## config.mk

```make
export PLATFORM = sky130hd
export DESIGN_NAME = exc_seq_ctrl
export DESIGN_NICKNAME = d
export VERILOG_FILES = /design/src/rtl/exc_seq_ctrl.sv
export SDC_FILE = /design/constraint.sdc
export NUM_CORES = 1
export LEC_CHECK = 0
export BUFFER_PORTS_ARGS = -buffer_cell sky130_fd_sc_hd__buf_2
export CAP_MARGIN = 30
export CORE_ASPECT_RATIO = 0.75
export CORE_MARGIN = 8
export CORE_UTILIZATION = 53
export CTS_CLUSTER_DIAMETER = 30
export DETAILED_ROUTE_END_ITERATION = 6
export PLACE_DENSITY = 0.79
export SLEW_MARGIN = 5
export SYNTH_ARGS = -nofsm -noshare
export SYNTH_HDL_FRONTEND = slang
export SYNTH_SLANG_ARGS = --single-unit
```

## constraint.sdc

```tcl
create_clock -name clk -period 3.65 [get_ports clk]
set_input_delay 0.1825 -clock clk [delete_from_list [all_inputs] [get_ports clk]]
set_output_delay 0.1825 -clock clk [all_outputs]
set_load 0.1 [all_outputs]
```

## src/rtl/exc_seq_ctrl.sv

```systemverilog
// Exception-entry / ERET sequencer: drain the data bus, issue a one-cycle CP0 update, then redirect fetch.
// Optional drain watchdog is built when the macro EXC_DRAIN_TIMEOUT_EN is defined.
module exc_seq_ctrl #(
   parameter logic [31:0] EXC_VECTOR  = 32'hBFC0_0380,
   parameter int unsigned DRAIN_LIMIT = 32'd16
) (
   input  logic        clk,
   input  logic        rst,
   input  logic [31:0] excepttype_i,
   input  logic [31:0] pc_i,
   input  logic        in_delayslot_i,
   input  logic [31:0] bad_addr_i,
   input  logic [31:0] epc_i,
   input  logic        mem_busy_i,
   input  logic        fetch_ready_i,
   output logic        stall_o,
   output logic        flush_o,
   output logic        epc_we_o,
   output logic [31:0] epc_o,
   output logic        cause_we_o,
   output logic [4:0]  exccode_o,
   output logic        bd_o,
   output logic        exl_set_o,
   output logic        exl_clr_o,
   output logic        badvaddr_we_o,
   output logic [31:0] badvaddr_o,
   output logic        redirect_valid_o,
   output logic [31:0] redirect_pc_o,
   output logic        drain_timeout_o,
   output logic        busy_o
);

   typedef enum logic [1:0] {
      IDLE     = 2'd0,
      DRAIN    = 2'd1,
      COMMIT   = 2'd2,
      REDIRECT = 2'd3
   } state_t;

   localparam logic [4:0] CODE_ADEL = 5'h04;
   localparam logic [4:0] CODE_ADES = 5'h05;
   localparam logic [4:0] CODE_ERET = 5'h0E;

   state_t      state_r;
   logic [4:0]  code_r;
   logic [31:0] pc_r;
   logic        bd_r;
   logic [31:0] bad_addr_r;
   logic [31:0] epc_r;
   logic [31:0] target_r;

   logic [4:0]  code_s;
   logic [31:0] pc_s;
   logic        bd_s;
   logic [31:0] bad_addr_s;
   logic [31:0] epc_s;
   logic        go_commit_s;
   logic        timeout_s;
   logic        drain_expired_s;

   function automatic logic is_recognized(input logic [31:0] code);
      case (code)
         32'h0000_0001, 32'h0000_0004, 32'h0000_0005, 32'h0000_0008,
         32'h0000_0009, 32'h0000_000A, 32'h0000_000C, 32'h0000_000E: is_recognized = 1'b1;
         default:                                                      is_recognized = 1'b0;
      endcase
   endfunction

`ifdef EXC_DRAIN_TIMEOUT_EN
   localparam int unsigned CNT_W = (DRAIN_LIMIT > 32'd1) ? $clog2(DRAIN_LIMIT) : 32'd1;
   logic [CNT_W-1:0] drain_cnt_r;
   assign drain_expired_s = (32'(drain_cnt_r) == (DRAIN_LIMIT - 32'd1));
`else
   localparam int unsigned drain_limit_unused = DRAIN_LIMIT;
   assign drain_expired_s = 1'b0;
`endif

   // In IDLE the commit path sees the live inputs so a direct IDLE->COMMIT entry needs no extra cycle.
   always_comb begin
      go_commit_s = 1'b0;
      timeout_s   = 1'b0;
      if (state_r == IDLE) begin
         code_s     = excepttype_i[4:0];
         pc_s       = pc_i;
         bd_s       = in_delayslot_i;
         bad_addr_s = bad_addr_i;
         epc_s      = epc_i;
      end else begin
         code_s     = code_r;
         pc_s       = pc_r;
         bd_s       = bd_r;
         bad_addr_s = bad_addr_r;
         epc_s      = epc_r;
      end
      case (state_r)
         IDLE: go_commit_s = is_recognized(excepttype_i) && !mem_busy_i;
         DRAIN: begin
            if (!mem_busy_i) begin
               go_commit_s = 1'b1;
            end else if (drain_expired_s) begin
               go_commit_s = 1'b1;
               timeout_s   = 1'b1;
            end else begin
               go_commit_s = 1'b0;
            end
         end
         default: go_commit_s = 1'b0;
      endcase
   end

   // Sequencer state, captured exception context and all registered outputs.
   always_ff @(posedge clk) begin
      if (rst) begin
         state_r          <= IDLE;
         code_r           <= 5'd0;
         pc_r             <= 32'd0;
         bd_r             <= 1'b0;
         bad_addr_r       <= 32'd0;
         epc_r            <= 32'd0;
         target_r         <= 32'd0;
         stall_o          <= 1'b0;
         flush_o          <= 1'b0;
         busy_o           <= 1'b0;
         epc_we_o         <= 1'b0;
         epc_o            <= 32'd0;
         cause_we_o       <= 1'b0;
         exccode_o        <= 5'd0;
         bd_o             <= 1'b0;
         exl_set_o        <= 1'b0;
         exl_clr_o        <= 1'b0;
         badvaddr_we_o    <= 1'b0;
         badvaddr_o       <= 32'd0;
         redirect_valid_o <= 1'b0;
         redirect_pc_o    <= 32'd0;
         drain_timeout_o  <= 1'b0;
`ifdef EXC_DRAIN_TIMEOUT_EN
         drain_cnt_r      <= '0;
`endif
      end else begin
         epc_we_o        <= 1'b0;
         epc_o           <= 32'd0;
         cause_we_o      <= 1'b0;
         exccode_o       <= 5'd0;
         bd_o            <= 1'b0;
         exl_set_o       <= 1'b0;
         exl_clr_o       <= 1'b0;
         badvaddr_we_o   <= 1'b0;
         badvaddr_o      <= 32'd0;
         drain_timeout_o <= timeout_s;

         case (state_r)
            IDLE: begin
               if (is_recognized(excepttype_i)) begin
                  code_r     <= excepttype_i[4:0];
                  pc_r       <= pc_i;
                  bd_r       <= in_delayslot_i;
                  bad_addr_r <= bad_addr_i;
                  epc_r      <= epc_i;
                  stall_o    <= 1'b1;
                  flush_o    <= 1'b1;
                  busy_o     <= 1'b1;
                  state_r    <= mem_busy_i ? DRAIN : COMMIT;
               end else begin
                  state_r <= IDLE;
               end
            end
            DRAIN: begin
               if (go_commit_s) begin
                  state_r <= COMMIT;
               end else begin
                  state_r <= DRAIN;
               end
            end
            COMMIT: begin
               state_r          <= REDIRECT;
               redirect_valid_o <= 1'b1;
               redirect_pc_o    <= target_r;
            end
            REDIRECT: begin
               if (fetch_ready_i) begin
                  state_r          <= IDLE;
                  redirect_valid_o <= 1'b0;
                  redirect_pc_o    <= 32'd0;
                  stall_o          <= 1'b0;
                  flush_o          <= 1'b0;
                  busy_o           <= 1'b0;
               end else begin
                  state_r <= REDIRECT;
               end
            end
            default: begin
               state_r          <= IDLE;
               redirect_valid_o <= 1'b0;
               redirect_pc_o    <= 32'd0;
               stall_o          <= 1'b0;
               flush_o          <= 1'b0;
               busy_o           <= 1'b0;
            end
         endcase

         // CP0 strobes land in the COMMIT cycle; ERET only clears EXL and returns to EPC.
         if (go_commit_s) begin
            if (code_s == CODE_ERET) begin
               exl_clr_o <= 1'b1;
               target_r  <= epc_s;
            end else begin
               epc_we_o   <= 1'b1;
               epc_o      <= bd_s ? (pc_s - 32'd4) : pc_s;
               cause_we_o <= 1'b1;
               exccode_o  <= code_s;
               bd_o       <= bd_s;
               exl_set_o  <= 1'b1;
               target_r   <= EXC_VECTOR;
               if ((code_s == CODE_ADEL) || (code_s == CODE_ADES)) begin
                  badvaddr_we_o <= 1'b1;
                  badvaddr_o    <= bad_addr_s;
               end else begin
                  badvaddr_we_o <= 1'b0;
               end
            end
         end

`ifdef EXC_DRAIN_TIMEOUT_EN
         if (state_r == IDLE) begin
            drain_cnt_r <= '0;
         end else if ((state_r == DRAIN) && !go_commit_s) begin
            drain_cnt_r <= drain_cnt_r + CNT_W'(1'b1);
         end else begin
            drain_cnt_r <= drain_cnt_r;
         end
`endif
      end
   end

endmodule

```

After elaboration in Yosys (flattened, before gate mapping)
Memory sizes are Yosys's and may differ from the RTL's. Index checks and enable logic that the tools add are counted.

$add $sub $neg: 1. Equality and inequality tests: 8. Muxes and demuxes: 28. Bitwise operators: 2. Reduce and logical (&&, ||, !) cells: 13.

Operators by type and width (number): $mux 32 (6); $pmux 32 s2 (1); $sub 32x3->32 const B (1); $logic_not 28->1 (1); $mux 1 (12); $eq 5x3->1 const B (2); $mux 2 (4); $pmux 2 s4 (1); $pmux 1 s2 (3); $eq 5x4->1 const B (1); $mux 5 (1); $eq 2x2->1 const B (2); $reduce_and 2->1 (2); $reduce_bool 2->1 (2); $reduce_or 4->1 (1); $reduce_and 3->1 (1); $reduce_or 3->1 (1); $eq 2x1->1 const B (1); $logic_not 2->1 (1); $ne 2x1->1 const B (1); $ne 2x2->1 const B (1); $not 1->1 (2); $reduce_or 2->1 (1); $logic_and 1x1->1 (1); 2 further kinds (2).

Register bits after elaboration: 243. ROM bits: 32. Output and inout bits: 112. Word-level logic and storage cells: 71. Memories: 2.

Memories: (name not given) (depth 16, width 1, read ports 1, clocked after Yosys merged registers in 0, write ports 0, line 62) `case (code)`; (name not given) (depth 16, width 1, read ports 1, clocked after Yosys merged registers in 0, write ports 0, line 62).

Logic depth before layout (Yosys ltp)
Gate-level depths: netlist of run 1.

Word-level depth: 7. Depth in mapped cells: 11. Mapped depth without buffers: 7.

Worst setup path before layout of run 1
No wires, ideal clock.

Kind: reg-to-reg. From: reg state_r[0]. To: reg epc_o[20]. Library setup time: 0.070 ns. Data arrival time: 2.671 ns. Data required time: 3.580 ns. Path slack: 0.908 ns. Cell stages (with the launch flop): 12. Buffers on the path: 4. Period minus slack after synthesis: 2.742 ns. Path through: dfxtp_1 buf_2 nor2_8 buf_2 buf_2 buf_2 mux2i_1 ha_1 and4_1 nand3_1 or4_1 a21oi_1.

Cells in the longest elaborated chain, start to end: 4. Elaborated cells on any way between the ends: 11. Those cells by class: 1 x add/sub; 2 x eq/ne; 5 x mux; 1 x bitwise; 2 x reduce/logical.

RTL lines: start: declaration (line 44) `state_t state_r;`; start signal: assignment (line 162) `state_r <= mem_busy_i ? DRAIN : COMMIT;`; $logic_not 2->1 or $eq 2x1->1 (tied branches) (line 82, 95); $mux 32 (tied with other cells) (line 82) `if (state_r == IDLE) begin`; $sub 32x3->32 (tied with other cells) (line 208) `epc_o <= bd_s ? (pc_s - 32'd4) : pc_s;`; $mux 32 or $reduce_or 3->1 (tied branches); end signal: assignment (line 208); end: declaration (line 19) `output logic [31:0] epc_o,`.

Parallel ways exist; a longest one is shown, timed or not. A chain may end at the register's enable or synchronous reset.

Worst setup path after layout of run 1
From: reg state_r[0]. To: reg badvaddr_o[6].

Cells in the longest elaborated chain, start to end: 6. Elaborated cells on any way between the ends: 12. Those cells by class: 4 x eq/ne; 3 x mux; 2 x bitwise; 3 x reduce/logical.

RTL lines: $logic_not 2->1 (line 82, 95); $mux 5 (line 82); $eq 5x3->1 (line 214) `if ((code_s == CODE_ADEL) || (code_s == CODE_ADES)) begin`; $logic_or 1x1->1 (line 214); $not 1->1 (no source line); $reduce_or 4->1 (no source line); end signal: assignment (line 216) `badvaddr_o <= bad_addr_s;`; end: declaration (line 26) `output logic [31:0] badvaddr_o,`.

Parallel ways exist; a longest one is shown, timed or not.

==> reports/qor.csv, run 1 <==
stage;metric;value;unit
route;first_pass_iters;5;
yosys;synth_cells;1225;
yosys;syn_avg_cell_area;8.13;um^2
grt;grt_pass1_vias;9840;
power_and_ir_drop;p_leak;5.84;nW
floorplanning;core;18500;um^2
route;drc;0;
yosys;synth_compound_area_share;15.5;%
yosys;synth-simple-area-share;24.5;%
place;dp_hpwl;20.0;mm
hold_path;min_path_type;in -> reg;
route;ant_nets;0;
grt;grtUsageTotal;25.5;%
power_and_ir_drop;ir_drop;0.467;mV
floorplanning;pin_count;245;
route;avgViaCountPerCell;5.54;
route;dr_total_vias;10100;
worst_setup_path;arrival;3.61;ns
yosys;synthTopCellsByArea;dfxtp_1 49%, nand2_1 13%, a21oi_1 7.0%, mux2i_1 4.7%, nor2_1 3.6%;
yosys;synth-async-reset-ratio;0;%
clocking;ctsHtreeMaxLevel;2;
clocking;clock_latency;0.51;ns
timing;fin_crit;3.20;ns
yosys;synth-seq-area-share;48.9;%
yosys;synth_common_cells;339 x nand2_1, 243 x dfxtp_1, 140 x a21oi_1, 96 x nor2_1, 72 x clkbuf_1;
yosys;syn_nets;1359;
timing;drv_slew;0;
power_and_ir_drop;power_frac_seq;38.8;%
yosys;syn-cell-area;9960;um^2
clocking;cts_sinks;243;
cells_and_area;area_growth;37.4;%
timing;worstMarginPinSlew;0.953;ns
yosys;yosysMostFrequentCell;nand2_1;
clocking;clkTransAtPathRegs;0.05;ns
power_and_ir_drop;p_int;5.31;mW
yosys;synth_top_family_by_area;simple AND/OR/NAND/NOR gates;
worst_setup_path;ff2ff_path_depth;7;
timing;skew;0.0233;ns
floorplanning;die_y;135;um
worst_setup_path;cp.required;4.06;ns
floorplanning;start_util;53.9;%
floorplanning;rows;43;
route;wl_per_cell;17.3;um
cells_and_area;final_cell_area;13700;um^2
route;first_iter_violations;969;
timing;setup_viol;0;
clocking;cts_made_buffers;40;
grt;grt_pass1_wl;50.3;mm
cells_and_area;layout.nets;1673;
yosys;synthAdderAreaFrac;0.126;%
yosys;muxShareOfSynthArea;4.95;%
hold_path;hold-path-cell-count;3;
timing;finalSetupTns;0;ns
timing;max_slew_margin;36.5;%
yosys;yosys_warnings;0;
clocking;cts_tree;done;
worst_setup_path;timing.rr.start;state_r[0];
clocking;clockBufferDepth;3;
hold_path;min_from;mem_busy_i;
worst_setup_path;critical_path.max_fanout;33;
timing;fmax;313;MHz
hold_path;hold_end;state_r[0];
yosys;synth-edff-count;0;
timing;hold_viol;0;
timing;fin_crit_sh;87.6;%
yosys;ys_types;51;
worst_setup_path;r2r_slack;0.45;ns
clocking;clk_root_buffer_cell;clkbuf_16;
place;place_area;11300;um^2
worst_setup_path;start_kind;flip-flop;
route;wirelength;31.4;mm
floorplanning;die_w;174;um
power_and_ir_drop;sw_frac_of_total;22.4;%
run;cap_violations;0;
cells_and_area;drive_gt1_share;24.3;%
yosys;synth_area_leader_cell;dfxtp_1;
status;outcome;complete, no violations;
yosys;synth_top_cell_area_share;48.9;%
grt;antenna_found_initial;2;
clocking;cts_resized;0;
place;gp_congestion;0.909;
worst_setup_path;cp-end-kind;flip-flop;
floorplanning;die-area;23500;um^2
timing;grt_setup_unrepaired;no;
worst_setup_path;worst-setup-path-type;reg -> reg;
power_and_ir_drop;p_comb_share;5.1;%
power_and_ir_drop;powerDensity;500;nW/um^2
yosys;yosys_most_used_dff;dfxtp_1;
worst_setup_path;timing.rr.end;badvaddr_o[6];
yosys;ys_seq_elements;243;
grt;grt_max_degree;68;
place;io_buffers;243;
power_and_ir_drop;switching_power;1.53;mW
power_and_ir_drop;clkPwrFrac;56.1;%
grt;grt_overflow;0;
yosys;synth_xor_xnor_area_share;1.67;%
## critical path: stages (launching register included)
cell and delay [ns]:
dfxtp_1 0.35, buf_4 0.24, nor2_8 0.39, nand4_2 0.20, o41ai_4 0.33, or3b_1 0.43, or3_2 0.88, a21oi_1 0.27
## final cells by class
cell class / instances / area [um^2]
diodes: 2 / 5.00
clock buffers: 48 / 1100
clock inverters: 25 / 303
fillers: 1313 / 4780
inverters: 6 / 22.5
multi-input cells: 882 / 4670
flip-flops and latches: 243 / 4860
well taps: 247 / 309
repair buffers: 366 / 2390
## placed cells by master, fill, tap and decap left out, drive strengths merged, types with 3 or more instances in the layout
master	count
o31ai	5
nand2b	3
o21ai	38
nor2	97
buf	265
inv	12
o21a	5
a21oi	169
nand4b	3
bufinv	4
xor2	4
clkinvlp	7
nor3	24
nand4	23
dfxtp	243
a22oi	33
or3	10
clkinv	8
nor4	35
clkbuf	48
nand3	3
xnor2	15
nand2	339
dlygate4sd3	101
or4	3
mux2i	47
## flip-flops by register name (all words and copies together) (netlist names)
signal	cells
bad_addr_r	32
badvaddr_o	32
badvaddr_we_o	1
bd_o	1
bd_r	1
busy_o	1
code_r	5
epc_o	32
epc_r	32
exccode_o	5
exl_clr_o	1
exl_set_o	1
pc_r	32
redirect_pc_o	32
redirect_valid_o	1
state_r	2
target_r	32
## routing by layer
metal	track usage (%)	vias to the layer above	share of wire (%)
met2	41.1	469	46
met3	6.50	63	8.5
met5	0	-	0
met1	32.8	4737	43
li1	-	4808	-
met4	8.57	0	2.4
## logic make-up after synthesis
logic type      count (synthesis)
simple gates                  555
compound gates                257
flops                         243
buf+inv                       100
mux                            49
xor+xnor                       19
fa+ha+maj                       1
other cells                     1
## worst max path at each step
stage / slack [ns] / start / cells after the start / endpoint
CTS: 0.50 / state_r[0] / 7 / badvaddr_o[6]
floorplan: 0.91 / state_r[0] / 11 / epc_o[20]
detailed placement: 0.49 / state_r[0] / 7 / badvaddr_o[6]
finish: 0.45 / state_r[0] / 7 / badvaddr_o[6]
global placement: 0.58 / state_r[0] / 7 / badvaddr_o[7]
global route: 0.32 / state_r[0] / 7 / badvaddr_o[7]
## what timing repair did
item,CTS,global route
hold buffers,101,0
endpoints found under the hold margin,154,0
buffers inserted,0,0
## per-stage QoR
stage	worst slack (ns)	utilization [%]	cells	hold WS, ns	power [mW]
CTS	0.498	74.1	1817	0.00794	6.87
detailed placement	0.485	61.0	1643	0.443	2.96
global placement	0.576	61.0	1643	0.434	2.96
global route	0.317	74.1	1819	0.0298	7.04
finish	0.452	74.1	1819	0.0203	6.84
floorplan	0.908	-	1225	0.318	2.83
## power by group through the flow
stage | logic, mW | registers, mW | clock network [mW]
floorplan | 0.118 | 2.71 | 0
global placement | 0.253 | 2.71 | 0
detailed placement | 0.254 | 2.71 | 0
CTS | 0.340 | 2.66 | 3.88
global route | 0.376 | 2.65 | 4.02
finish | 0.349 | 2.66 | 3.84
Power figures use the tool's default switching activity.
==> run 2: changes to the inputs <==
--- a/config.mk
+++ b/config.mk
@@ -12,7 +12,7 @@
 export CORE_UTILIZATION = 53
 export CTS_CLUSTER_DIAMETER = 30
 export DETAILED_ROUTE_END_ITERATION = 6
-export PLACE_DENSITY = 0.79
+export PLACE_DENSITY_LB_ADDON = 0.12
 export SLEW_MARGIN = 5
 export SYNTH_ARGS = -nofsm -noshare
 export SYNTH_HDL_FRONTEND = slang
==> reports/qor.csv, run 2 (synthesis results as in run 1) <==
stage;metric;value;unit;change
hold_path;hold-path-cell-count;3;;unchanged
clocking;ctsHtreeMaxLevel;2;;unchanged
floorplanning;die_w;174;um;unchanged
worst_setup_path;arrival;3.57;ns;-0.04 ns
timing;skew;0.00948;ns;-0.0139 ns
grt;grt_max_degree;83;;+22%
route;wirelength;31.3;mm;-0.42%
worst_setup_path;ff2ff_path_depth;6;;-1
place;place_area;11300;um^2;about the same
power_and_ir_drop;p_leak;5.77;nW;-1.2%
floorplanning;start_util;53.9;%;unchanged
cells_and_area;fillCellCount;1453;;+11%
place;dp_hpwl;19.9;mm;-0.53%
grt;grt_pass1_wl;50.5;mm;+0.52%
route;first_pass_iters;5;;unchanged
clocking;cts_resized;0;;unchanged
power_and_ir_drop;ir_drop;0.361;mV;-23%
route;first_iter_violations;873;;-9.9%
clocking;cts_made_buffers;37;;-7.5%
grt;grt_overflow;0;;unchanged
status;outcome;complete, no violations;;
timing;hold-worst-slack;0.0519;ns;+0.0315 ns
clocking;cts_tree;done;;
timing;max_slew_margin;34.9;%;-1.6 points
grt;antenna_found_initial;6;;+4
route;drc;0;;unchanged
floorplanning;core;18500;um^2;unchanged
run;cap_violations;0;;unchanged
worst_setup_path;worst-setup-path-type;reg -> reg;;
power_and_ir_drop;powerDensity;478;nW/um^2;-4.4%
floorplanning;die-area;23500;um^2;unchanged
clocking;clk_root_buffer_cell;clkbuf_16;;
cells_and_area;drive_gt1_share;23.7;%;-0.61 points
worst_setup_path;start_kind;flip-flop;;
timing;worstMarginPinSlew;0.976;ns;+0.0233 ns
cells_and_area;final_util;73.3;%;-0.84 points
clocking;clockBufferDepth;3;;unchanged
worst_setup_path;cp.required;4.07;ns;about the same
cells_and_area;area_growth;35.8;%;
clocking;clkTransAtPathRegs;0.06;ns;about the same
timing;fmax;317;MHz;+1.4%
floorplanning;rows;43;;unchanged
timing;setup_viol;0;;unchanged
cells_and_area;final_cell_area;13500;um^2;-1.1%
clocking;clock_latency;0.49;ns;-0.02 ns
route;avgViaCountPerCell;5.46;;-1.5%
timing;hold_viol;0;;unchanged
place;gp_congestion;0.932;;+2.5%
cells_and_area;mostFrequentLayoutCells;339 x nand2_1, 243 x dfxtp_1, 242 x buf_2, 140 x a21oi_1, 102 x dlygate4sd3_1;;
floorplanning;pin_count;245;;unchanged
worst_setup_path;cp-end-kind;flip-flop;;
cells_and_area;layout.nets;1668;;-0.30%
route;ant_nets;0;;unchanged
route;wl_per_cell;17.2;um;about the same
floorplanning;die_y;135;um;unchanged
worst_setup_path;critical_path.max_fanout;33;;unchanged
grt;grtUsageTotal;25.8;%;+0.30 points
timing;grt_setup_unrepaired;no;;
grt;grt_pass1_vias;9725;;-1.2%
route;dr_total_vias;9895;;-1.8%
timing;drv_slew;0;;unchanged
timing;fin_crit_sh;86.4;%;-1.2 points
power_and_ir_drop;design_power_total;6.47;mW;-5.5%
clocking;cts_sinks;243;;unchanged
place;io_buffers;243;;unchanged
hold_path;min_path_type;in -> reg;;
cells_and_area;final_common_cell;nand2_1;;
timing;fin_crit;3.15;ns;-0.0454 ns
timing;finalSetupTns;0;ns;unchanged
run 2: cell type report:
class | instances | area (um^2) | share of cell area (%)
Antenna cell | 6 | 15.0 | 0.111
Clock buffer | 43 | 968 | 7.16
Clock inverter | 22 | 260 | 1.92
Inverter | 6 | 22.5 | 0.167
Multi-Input combinational cell | 882 | 4670 | 34.6
Sequential cell | 243 | 4860 | 36.0
Tap cell | 247 | 309 | 2.29
Timing Repair Buffer | 364 | 2410 | 17.8
run 2: layer usage:
metal  part of all wire (%)  track usage (%)  up-vias
met5                      0                0        -
met4                    1.8             7.96        0
met3                    8.0             6.53       51
met2                     46             41.6      392
met1                     45             33.4     4651
li1                       -                -     4801
run 2: through the flow:
stage               setup slack (ns)  cells
floorplan                      0.908   1225
global placement               0.584   1640
detailed placement             0.529   1640
CTS                            0.531   1807
global route                   0.309   1813
finish                         0.497   1813
run 2: timing repair:
item	CTS	global route
endpoints found under the hold margin	149	0
buffers inserted	0	0
hold buffers	102	0
run 2: path summary, 6_finish.rpt:
check | startpoint | endpoint | slack, ns
setup reg to reg | state_r[1] | badvaddr_o[29] | 0.50
hold reg to reg | bad_addr_r[11] | bad_addr_r[11] | 0.45
setup / recovery | state_r[1] | badvaddr_o[29] | 0.50
hold / removal | mem_busy_i | state_r[0] | 0.05
run 2: report_power, final:
part	internal (mW)	switching, mW	total [mW]
sequential	2.65	0.000000123	2.65
combinational	0.172	0.178	0.350
clock	2.21	1.25	3.46
total	5.03	1.43	6.47
run 2: critical path, cell delays in order, from the launching register on:
cell and delay (ns):
dfxtp_1 0.43, nor2_8 0.46, nand4_2 0.24, o41ai_4 0.39
or3b_1 0.40, or3_2 0.88, a21oi_2 0.26
